--- src/rtl/vsa_multicycle_if.sv ---
// vsa_multicycle_if
//   Bundles the instruction-fetch and data-memory handshakes of the
//   multicycle core.
//   master : the core (drives ifetch_req, PC, ALUOutput, dataout, mem_req,
//            wr, halted; receives instruction, ifetch_ack, datain, mem_ack)
//   slave  : the memory side (the mirror image)
interface vsa_multicycle_if #(
    parameter int DW  = 5,
    parameter int PCW = 5,
    parameter int RAW = 2
) ();
    localparam int IW = 3*RAW + 6;

    logic [IW-1:0]  instruction;
    logic           ifetch_req;
    logic           ifetch_ack;
    logic [PCW-1:0] PC;
    logic [DW-1:0]  ALUOutput;
    logic [DW-1:0]  datain;
    logic [DW-1:0]  dataout;
    logic           mem_req;
    logic           wr;
    logic           mem_ack;
    logic           halted;

    modport master (
        input  instruction, ifetch_ack, datain, mem_ack,
        output ifetch_req, PC, ALUOutput, dataout, mem_req, wr, halted
    );

    modport slave (
        output instruction, ifetch_ack, datain, mem_ack,
        input  ifetch_req, PC, ALUOutput, dataout, mem_req, wr, halted
    );
endinterface

--- src/rtl/vsa_multicycle.sv ---
// vsa_multicycle
//   Non-pipelined multicycle processor: IF -> ID -> EX -> MEM -> WB, with
//   handshaked instruction fetch and data access, and a terminal HALT state.
//   clock : rising-edge clock
//   reset : asynchronous active-high reset (state IF, all registers zero)
//   bus   : vsa_multicycle_if.master (fetch, data bus, status)
module vsa_multicycle #(
    parameter int DW  = 5,
    parameter int PCW = 5,
    parameter int RAW = 2
) (
    input  logic             clock,
    input  logic             reset,
    vsa_multicycle_if.master bus
);
    localparam int NREG = 2**RAW;
    localparam int IW   = 3*RAW + 6;
    localparam int IMW  = RAW + 3;

    localparam logic [2:0] OP_LW   = 3'd0;
    localparam logic [2:0] OP_SW   = 3'd1;
    localparam logic [2:0] OP_BEQZ = 3'd2;
    localparam logic [2:0] OP_ALU  = 3'd3;
    localparam logic [2:0] OP_ADDI = 3'd4;
    localparam logic [2:0] OP_SUBI = 3'd5;
    localparam logic [2:0] OP_HALT = 3'd6;

    typedef enum logic [2:0] {
        S_IF, S_ID, S_EX, S_MEM, S_WB, S_HALT
    } state_t;

    state_t                state, state_nxt;
    logic [PCW-1:0]        pc, npc, imm_pc, br_target;
    logic [IW-1:0]         ir;
    logic [DW-1:0]         a, b, alu_out, lmd, imm_dw;
    logic                  cond;
    logic [DW-1:0]         regs [NREG];
    logic [2:0]            opcode, funct;
    logic [RAW-1:0]        src1, src2, dst_r;
    logic signed [IMW-1:0] imm_s;
    logic                  is_mem, mem_exit, ifetch_req_c, mem_req_c;

    function automatic logic [DW-1:0] alu_fn(input logic [DW-1:0] x,
                                             input logic [DW-1:0] y,
                                             input logic [2:0]    f);
        logic signed [DW-1:0] xs;
        xs = x;
        case (f)
            3'd0:    return x + y;
            3'd1:    return x - y;
            3'd2:    return x & y;
            3'd3:    return x | y;
            3'd4:    return x ^ y;
            3'd5:    return ~x;
            3'd6:    return x >> 1;
            default: return xs >>> 1;
        endcase
    endfunction

    // Field decode; for I-format the second register field is the I-dst,
    // which is also the store-data source for SW.
    assign opcode = ir[IW-1 -: 3];
    assign src1   = ir[IW-4 -: RAW];
    assign src2   = ir[IW-4-RAW -: RAW];
    assign dst_r  = ir[IW-4-2*RAW -: RAW];
    assign funct  = ir[2:0];
    assign imm_s  = ir[IMW-1:0];

    // Signed size casts sign-extend or truncate the immediate as needed.
    assign imm_dw    = DW'(imm_s);
    assign imm_pc    = PCW'(imm_s);
    assign br_target = npc + (imm_pc << 1);

    assign is_mem   = (opcode == OP_LW) || (opcode == OP_SW);
    assign mem_exit = (state == S_MEM) && (!is_mem || bus.mem_ack);

    // State register
    always_ff @(posedge clock or posedge reset) begin
        if (reset) state <= S_IF;
        else       state <= state_nxt;
    end

    // Next state and handshake requests
    always_comb begin
        state_nxt    = state;
        ifetch_req_c = 1'b0;
        mem_req_c    = 1'b0;
        case (state)
            S_IF: begin
                ifetch_req_c = 1'b1;
                if (bus.ifetch_ack) state_nxt = S_ID;
            end
            S_ID:  state_nxt = (opcode == OP_HALT) ? S_HALT : S_EX;
            S_EX:  state_nxt = S_MEM;
            S_MEM: begin
                mem_req_c = is_mem;
                if (mem_exit) state_nxt = S_WB;
            end
            S_WB:    state_nxt = S_IF;
            default: state_nxt = S_HALT;
        endcase
        // State is already IF during reset, but no fetch may be requested.
        if (reset) begin
            ifetch_req_c = 1'b0;
            mem_req_c    = 1'b0;
        end
    end

    // Datapath: each register is written only in its own state.
    always_ff @(posedge clock or posedge reset) begin
        if (reset) begin
            pc      <= '0;
            npc     <= '0;
            ir      <= '0;
            a       <= '0;
            b       <= '0;
            alu_out <= '0;
            cond    <= 1'b0;
            lmd     <= '0;
            for (int i = 0; i < NREG; i++) regs[i] <= '0;
        end else begin
            case (state)
                S_IF: begin
                    if (bus.ifetch_ack) begin
                        ir  <= bus.instruction;
                        npc <= pc + PCW'(2);
                    end
                end
                S_ID: begin
                    a <= (src1 == '0) ? '0 : regs[src1];
                    b <= (src2 == '0) ? '0 : regs[src2];
                end
                S_EX: begin
                    case (opcode)
                        OP_LW, OP_SW: alu_out <= a + imm_dw;
                        OP_ALU:       alu_out <= alu_fn(a, b, funct);
                        OP_ADDI:      alu_out <= a + imm_dw;
                        OP_SUBI:      alu_out <= a - imm_dw;
                        OP_BEQZ: begin
                            alu_out <= DW'(br_target);
                            cond    <= (a == '0);
                        end
                        default: ;
                    endcase
                end
                S_MEM: begin
                    if (is_mem && bus.mem_ack && (opcode == OP_LW)) lmd <= bus.datain;
                    if (mem_exit)
                        pc <= ((opcode == OP_BEQZ) && cond) ? PCW'(alu_out) : npc;
                end
                S_WB: begin
                    case (opcode)
                        OP_ALU:           if (dst_r != '0) regs[dst_r] <= alu_out;
                        OP_ADDI, OP_SUBI: if (src2 != '0) regs[src2] <= alu_out;
                        OP_LW:            if (src2 != '0) regs[src2] <= lmd;
                        default: ;
                    endcase
                end
                default: ;
            endcase
        end
    end

    assign bus.ifetch_req = ifetch_req_c;
    assign bus.mem_req    = mem_req_c;
    assign bus.wr         = mem_req_c && (opcode == OP_SW);
    assign bus.PC         = pc;
    assign bus.ALUOutput  = alu_out;
    assign bus.dataout    = b;
    assign bus.halted     = (state == S_HALT);
endmodule

--- src/flat_wrapper.sv ---
// flat-port wrapper written by rule: the top's interface ports become plain ports
module vsa_multicycle_flat 
#(
    parameter int DW  = 5,
    parameter int PCW = 5,
    parameter int RAW = 2
)
  (clock, reset, bus_instruction, bus_ifetch_ack, bus_datain, bus_mem_ack, bus_ifetch_req, bus_PC, bus_ALUOutput, bus_dataout, bus_mem_req, bus_wr, bus_halted);
  vsa_multicycle_if #(.DW(DW), .PCW(PCW), .RAW(RAW)) bus_i ();
  input  logic clock;
  input  logic reset;
  input wire logic [$bits(bus_i.instruction)-1:0] bus_instruction;
  input wire logic [$bits(bus_i.ifetch_ack)-1:0] bus_ifetch_ack;
  input wire logic [$bits(bus_i.datain)-1:0] bus_datain;
  input wire logic [$bits(bus_i.mem_ack)-1:0] bus_mem_ack;
  output wire logic [$bits(bus_i.ifetch_req)-1:0] bus_ifetch_req;
  output wire logic [$bits(bus_i.PC)-1:0] bus_PC;
  output wire logic [$bits(bus_i.ALUOutput)-1:0] bus_ALUOutput;
  output wire logic [$bits(bus_i.dataout)-1:0] bus_dataout;
  output wire logic [$bits(bus_i.mem_req)-1:0] bus_mem_req;
  output wire logic [$bits(bus_i.wr)-1:0] bus_wr;
  output wire logic [$bits(bus_i.halted)-1:0] bus_halted;
  assign bus_i.instruction = bus_instruction;
  assign bus_i.ifetch_ack = bus_ifetch_ack;
  assign bus_i.datain = bus_datain;
  assign bus_i.mem_ack = bus_mem_ack;
  assign bus_ifetch_req = bus_i.ifetch_req;
  assign bus_PC = bus_i.PC;
  assign bus_ALUOutput = bus_i.ALUOutput;
  assign bus_dataout = bus_i.dataout;
  assign bus_mem_req = bus_i.mem_req;
  assign bus_wr = bus_i.wr;
  assign bus_halted = bus_i.halted;
  vsa_multicycle #(.DW(DW), .PCW(PCW), .RAW(RAW)) u_core (.clock(clock), .reset(reset), .bus(bus_i));
endmodule
--- config.mk ---
export PLATFORM = sky130hd
export DESIGN_NAME = vsa_multicycle_flat
export DESIGN_NICKNAME = d
export VERILOG_FILES = /design/src/rtl/vsa_multicycle_if.sv /design/src/rtl/vsa_multicycle.sv /design/src/flat_wrapper.sv
export SDC_FILE = /design/constraint.sdc
export NUM_CORES = 1
export LEC_CHECK = 0
export ABC_CLOCK_PERIOD_IN_PS = 4500
export CAP_MARGIN = 20
export CORE_ASPECT_RATIO = 1.5
export CORE_UTILIZATION = 45
export CTS_BUF_LIST = sky130_fd_sc_hd__clkbuf_16
export CTS_CLUSTER_SIZE = 10
export DETAILED_ROUTE_END_ITERATION = 10
export PLACE_DENSITY = 0.67
export SKIP_LAST_GASP = 1
export SLEW_MARGIN = 40
export SYNTH_ARGS = -nofsm -noshare
export SYNTH_HDL_FRONTEND = slang
export SYNTH_SLANG_ARGS = --single-unit
--- constraint.sdc ---
create_clock -name clock -period 4.5 [get_ports clock]
set_input_delay 1.35 -clock clock [delete_from_list [all_inputs] [get_ports clock]]
set_output_delay 1.35 -clock clock [all_outputs]
set_load 0.01 [all_outputs]
==> results of run 1 <==
[critical path, cell delays in order]
cell and delay, ps:
clkdlybuf4s50_1 450, nor4_1 290, and2_1 170, clkdlybuf4s50_1 540
[stage by stage]
step | area, sq um | total power [uW] | utilization
after floorplan | 4220 | 682 | -
after global placement | 4650 | 730 | 0.518
after detailed placement | 4660 | 732 | 0.519
after CTS | 4950 | 1410 | 0.551
after global routing | 4950 | 1450 | 0.551
final | 4950 | 1400 | 0.551
[cell usage after synthesis (all sizes together) (5+ instances only)]
cell type / instances / area [sq um]
dfrtp: 61 / 1530
nor2: 44 / 173
a21oi: 43 / 215
nand2: 36 / 138
inv: 31 / 116
ha: 29 / 363
o21ai: 29 / 145
mux2: 24 / 270
a22oi: 21 / 163
buf: 17 / 101
xnor2: 8 / 70.1
nand2b: 7 / 43.8
nor2b: 7 / 43.8
nor3: 7 / 56.3
clkbuf: 6 / 22.5
mux2i: 6 / 60.1
nor3b: 6 / 61.3
o211ai: 5 / 42.5
xor2: 5 / 43.8
[how the worst max path moves through the flow]
stage	startpoint	end	slack (ps)	cells after the start
CTS	reset	bus_wr	340	4
finish	reset	bus_wr	350	4
global route	reset	bus_wr	300	4
detailed placement	reset	bus_wr	350	4
floorplan	reset	bus_wr	1100	2
global placement	reset	bus_wr	370	4
[power groups by stage]
stage | sequential (uW) | clock, uW | combinational [uW]
floorplan | 577 | 0 | 104
global placement | 591 | 0 | 139
detailed placement | 592 | 0 | 141
CTS | 582 | 690 | 141
global route | 585 | 714 | 157
finish | 582 | 676 | 141
[area by class of cell]
cell class                 count  area (sq um)
tap                          110           138
fill                         818          4030
inverter                      31           116
clock buffer                   9           225
sequential                    61          1530
multi-input combinational    343          2470
timing repair buffer          42           413
clock inverter                 7          67.6
[per-layer routing]
metal  up-vias  track usage  wire length (microns)
li1       1709            -                      -
met1      1676        0.309                   4640
met2        97        0.390                   5270
met3        23       0.0392                    430
met4         0        0.136                    413
met5         -            0                      0
[cells by family after synthesis]
family / after synthesis / share of synthesized area
and+or+nand+nor: 128 / 0.157
AOI/OAI and AO/OA: 139 / 0.214
DFF: 61 / 0.362
adders and majority gates: 32 / 0.100
buffers and inverters: 54 / 0.0569
muxes: 30 / 0.0782
xor gates and xnor gates: 14 / 0.0323
==> flow_metrics.py, run 1 <==
metrics = {
    "power_and_ir_drop": {
        "switchingPower_uw": 350,
        "power_frac_seq": 0.416,
        "powerDensity_nw_per_um2": 282,
        "p_int_uw": 1050,
        "switching_share": 0.250,
        "vdd_drop_max_mv": 0.247,
        "power_frac_comb": 0.100,
        "p_clk_frac": 0.483,
        "p_leak_uw": 0.00212,
    },
    "drt": {
        "first_pass_iters": 5,
        "ant_nets": 0,
        "vias": 3505,
        "wire_per_inst_microns": 17.8,
        "remaining_drc_errors": 0,
        "viasPerCell": 5.81,
        "drt_iter0_markers": 189,
        "wirelength_microns": 10800,
    },
    "global_routing": {
        "antenna_found_initial": 0,
        "grt_max_degree": 43,
        "grt_pass1_vias": 3445,
        "grt_pass1_wl_microns": 17700,
        "grt.total_usage": 0.244,
        "overflow": 0,
    },
    "floorplan": {
        "die_x_microns": 81.1,
        "die_h_microns": 121,
        "rows": 42,
        "die_area_sq_um": 9780,
        "start_util": 0.470,
        "core_area_sq_um": 8990,
        "ios": 40,
    },
    "timing": {
        "final.setup.worst_slack_ps": 354,
        "final_hold_viol_count": 0,
        "period_needed_ps": 4150,
        "setup_viol_count_final": 0,
        "final_max_slew_viol_count": 0,
        "maxSlewHeadroom": 0.485,
        "worstMarginPinSlew_ps": 771,
        "period_share": 0.921,
        "clock.fmax_mhz": 241,
        "setup_tns_ps": 0,
        "whs_ps": 487,
        "clock-skew-final_ps": 4.57,
        "rsz0062_at_grt": "false",
    },
    "placement": {
        "io_buffers": 39,
        "dp_hpwl_microns": 8080,
        "gp_congestion": 0.913,
        "dp_slack_ps": 352,
        "dp_cells": 587,
    },
    "setup_path": {
        "worstPathArrival_ps": 2800,
        "path_max_fanout": 3,
        "path_class": "in -> out",
        "r2r_cells": 10,
        "r2r_start": "u_core.ir[1]",
        "endpoint_kind": "output port",
        "start_kind": "primary input",
        "r2r_slack_ps": 1210,
        "reg2reg_to": "u_core.bus.ALUOutput[4]",
        "worst_ep_required_time_ps": 3150,
    },
    "cells_and_area": {
        "final_common_cell": "dfrtp_1",
        "antennaDiodeCount": 0,
        "area_delta_synth_final_pct": 17.3,
        "drive_gt1_frac": 0.0974,
        "final_cell_mix": "dfrtp_1, nor2_1, a21oi_1",
        "layoutNonFillerInstCount": 603,
        "nNetsFinal": 541,
    },
    "synth": {
        "synth.ff_latch_count": 61,
        "syn-num-nets": 511,
        "synthCells": 458,
        "yosysWarnings": 0,
        "synth_area_sq_um": 4220,
        "synthArstFlopShare": 1.00,
        "avgSynthCellArea_sq_um": 9.22,
        "ys_seq_area_frac": 0.362,
        "synth_cell_types": 62,
        "ys.flop_type": "dfrtp_1",
        "synth-edff-count": 0,
    },
    "clock_network": {
        "cts_hold_buf": 0,
        "clock_latency_ps": 330,
        "cts_made_buffers": 9,
        "clockBufferDepth": 2,
        "postCtsResizedCells": 0,
        "cts-root-buf": "clkbuf_16",
        "cts.sinks": 61,
        "cts_tree": "built",
        "clk_pin_slew_worst_paths_ps": 60,
        "cts_setup_buffers": 0,
        "h-tree-depth": 3,
    },
    "hold_path": {
        "worstHoldStart": "u_core.lmd[4]",
        "hold_depth": 1,
        "holdPathEnd": "u_core.lmd[4]",
        "hold_class": "reg -> reg",
    },
    "flow_run": {
        "cap_violations": 0,
    },
    "outcome": {
        "outcome": "finished, final reports clean",
    },
}
(Power assumes the default switching activity.)
==> inputs of run 2 (changes only) <==
--- a/config.mk
+++ b/config.mk
@@ -7,12 +7,14 @@
 export LEC_CHECK = 0
 export ABC_CLOCK_PERIOD_IN_PS = 4500
 export CAP_MARGIN = 20
+export CELL_PAD_IN_SITES_DETAIL_PLACEMENT = 0
+export CELL_PAD_IN_SITES_GLOBAL_PLACEMENT = 1
 export CORE_ASPECT_RATIO = 1.5
 export CORE_UTILIZATION = 45
 export CTS_BUF_LIST = sky130_fd_sc_hd__clkbuf_16
 export CTS_CLUSTER_SIZE = 10
 export DETAILED_ROUTE_END_ITERATION = 10
-export PLACE_DENSITY = 0.67
+export PLACE_DENSITY = 0.83
 export SKIP_LAST_GASP = 1
 export SLEW_MARGIN = 40
 export SYNTH_ARGS = -nofsm -noshare
==> flow_metrics.py, run 2 (synthesis results as in run 1) <==
metrics = {
    "clock_network": {
        "clockBufferDepth": 2,
        "cts.sinks": 61,
        "clock_latency_ps": 330,
        "h-tree-depth": 3,
        "cts_hold_buf": 0,
        "cts-root-buf": "clkbuf_16",
        "cts_setup_buffers": 0,
        "postCtsResizedCells": 0,
        "clk_pin_slew_worst_paths_ps": 50,
        "cts_tree": "built",
        "cts_made_buffers": 9,
    },
    "cells_and_area": {
        "final_common_cell": "dfrtp_1",
        "layoutNonFillerInstCount": 602,
        "antennaDiodeCount": 0,
        "design_area_sq_um": 4940,
        "nNetsFinal": 540,
        "area_delta_synth_final_pct": 16.9,
        "final_cell_mix": "dfrtp_1, nor2_1, a21oi_1",
        "drive_gt1_frac": 0.0955,
    },
    "placement": {
        "io_buffers": 39,
        "dp_cells": 586,
        "dp_hpwl_microns": 7940,
        "gp_congestion": 0.939,
        "place_area_sq_um": 4650,
    },
    "floorplan": {
        "core_area_sq_um": 8990,
        "rows": 42,
        "die_h_microns": 121,
        "ios": 40,
        "die_x_microns": 81.1,
        "start_util": 0.470,
        "die_area_sq_um": 9780,
    },
    "outcome": {
        "outcome": "finished, final reports clean",
    },
    "setup_path": {
        "r2r_cells": 10,
        "reg2reg_to": "u_core.bus.ALUOutput[3]",
        "start_kind": "primary input",
        "endpoint_kind": "output port",
        "r2r_start": "u_core.ir[1]",
        "worstPathArrival_ps": 2820,
        "worst_ep_required_time_ps": 3150,
        "r2r_slack_ps": 1220,
        "path_class": "in -> out",
        "path_max_fanout": 3,
    },
    "timing": {
        "maxSlewHeadroom": 0.516,
        "worstMarginPinSlew_ps": 726,
        "period_share": 0.927,
        "clock-skew-final_ps": 6.37,
        "final_max_slew_viol_count": 0,
        "clock.fmax_mhz": 240,
        "period_needed_ps": 4170,
        "final_hold_viol_count": 0,
        "setup_tns_ps": 0,
        "rsz0062_at_grt": "false",
        "setup_viol_count_final": 0,
    },
    "global_routing": {
        "grt_pass1_vias": 3425,
        "overflow": 0,
        "grt_pass1_wl_microns": 17600,
        "antenna_found_initial": 0,
        "grt.total_usage": 0.244,
        "grt_max_degree": 40,
    },
    "drt": {
        "vias": 3468,
        "first_pass_iters": 5,
        "remaining_drc_errors": 0,
        "ant_nets": 0,
        "wire_per_inst_microns": 17.8,
        "wirelength_microns": 10700,
        "viasPerCell": 5.76,
        "drt_iter0_markers": 184,
    },
    "hold_path": {
        "holdPathEnd": "u_core.lmd[2]",
        "worstHoldStart": "u_core.lmd[2]",
        "hold_depth": 1,
        "hold_class": "reg -> reg",
    },
    "power_and_ir_drop": {
        "powerDensity_nw_per_um2": 280,
        "finalPower_uw": 1380,
        "p_leak_uw": 0.00211,
        "vdd_drop_max_mv": 0.306,
    },
    "flow_run": {
        "cap_violations": 0,
    },
}
-- run 2: worst max path at each step --
stage               start  endpoint  cells past startpoint
finish              reset    bus_wr                      4
detailed placement  reset    bus_wr                      4
floorplan           reset    bus_wr                      2
CTS                 reset    bus_wr                      4
global placement    reset    bus_wr                      4
global route        reset    bus_wr                      4
-- run 2: cell type report --
cell class                      instances  area (sq um)
Fill cell                             809          4050
Multi-Input combinational cell        343          2470
Sequential cell                        61          1530
Timing Repair Buffer                   41           405
Clock buffer                            9           225
Tap cell                              110           138
Inverter                               31           116
Clock inverter                          7          58.8
-- run 2: critical path: stages --
cell and delay, ps:
clkdlybuf4s50_1 450, nor4_1 310, and2_1 180, clkdlybuf4s50_1 530
-- run 2: layer usage --
layer	vias to the layer above	global-route usage	share of wire
li1	1708	-	-
met1	1618	0.317	0.43
met5	-	0	0
met4	0	0.133	0.045
met2	113	0.373	0.48
met3	29	0.0498	0.045
-- run 2: stage by stage --
step / hold WS [ps] / util / setup WS (ps)
2_1_floorplan: 440 / - / 1100
3_3_place_gp: 470 / 0.517 / 357
3_5_place_dp: 475 / 0.518 / 345
4_1_cts: 489 / 0.549 / 322
5_1_grt: 497 / 0.549 / 217
6_report: 485 / 0.549 / 330
-- run 2: where the power goes --
group | internal, uW | switching (uW)
registers | 559 | 26.1
logic | 63.9 | 73.6
clock network | 420 | 238
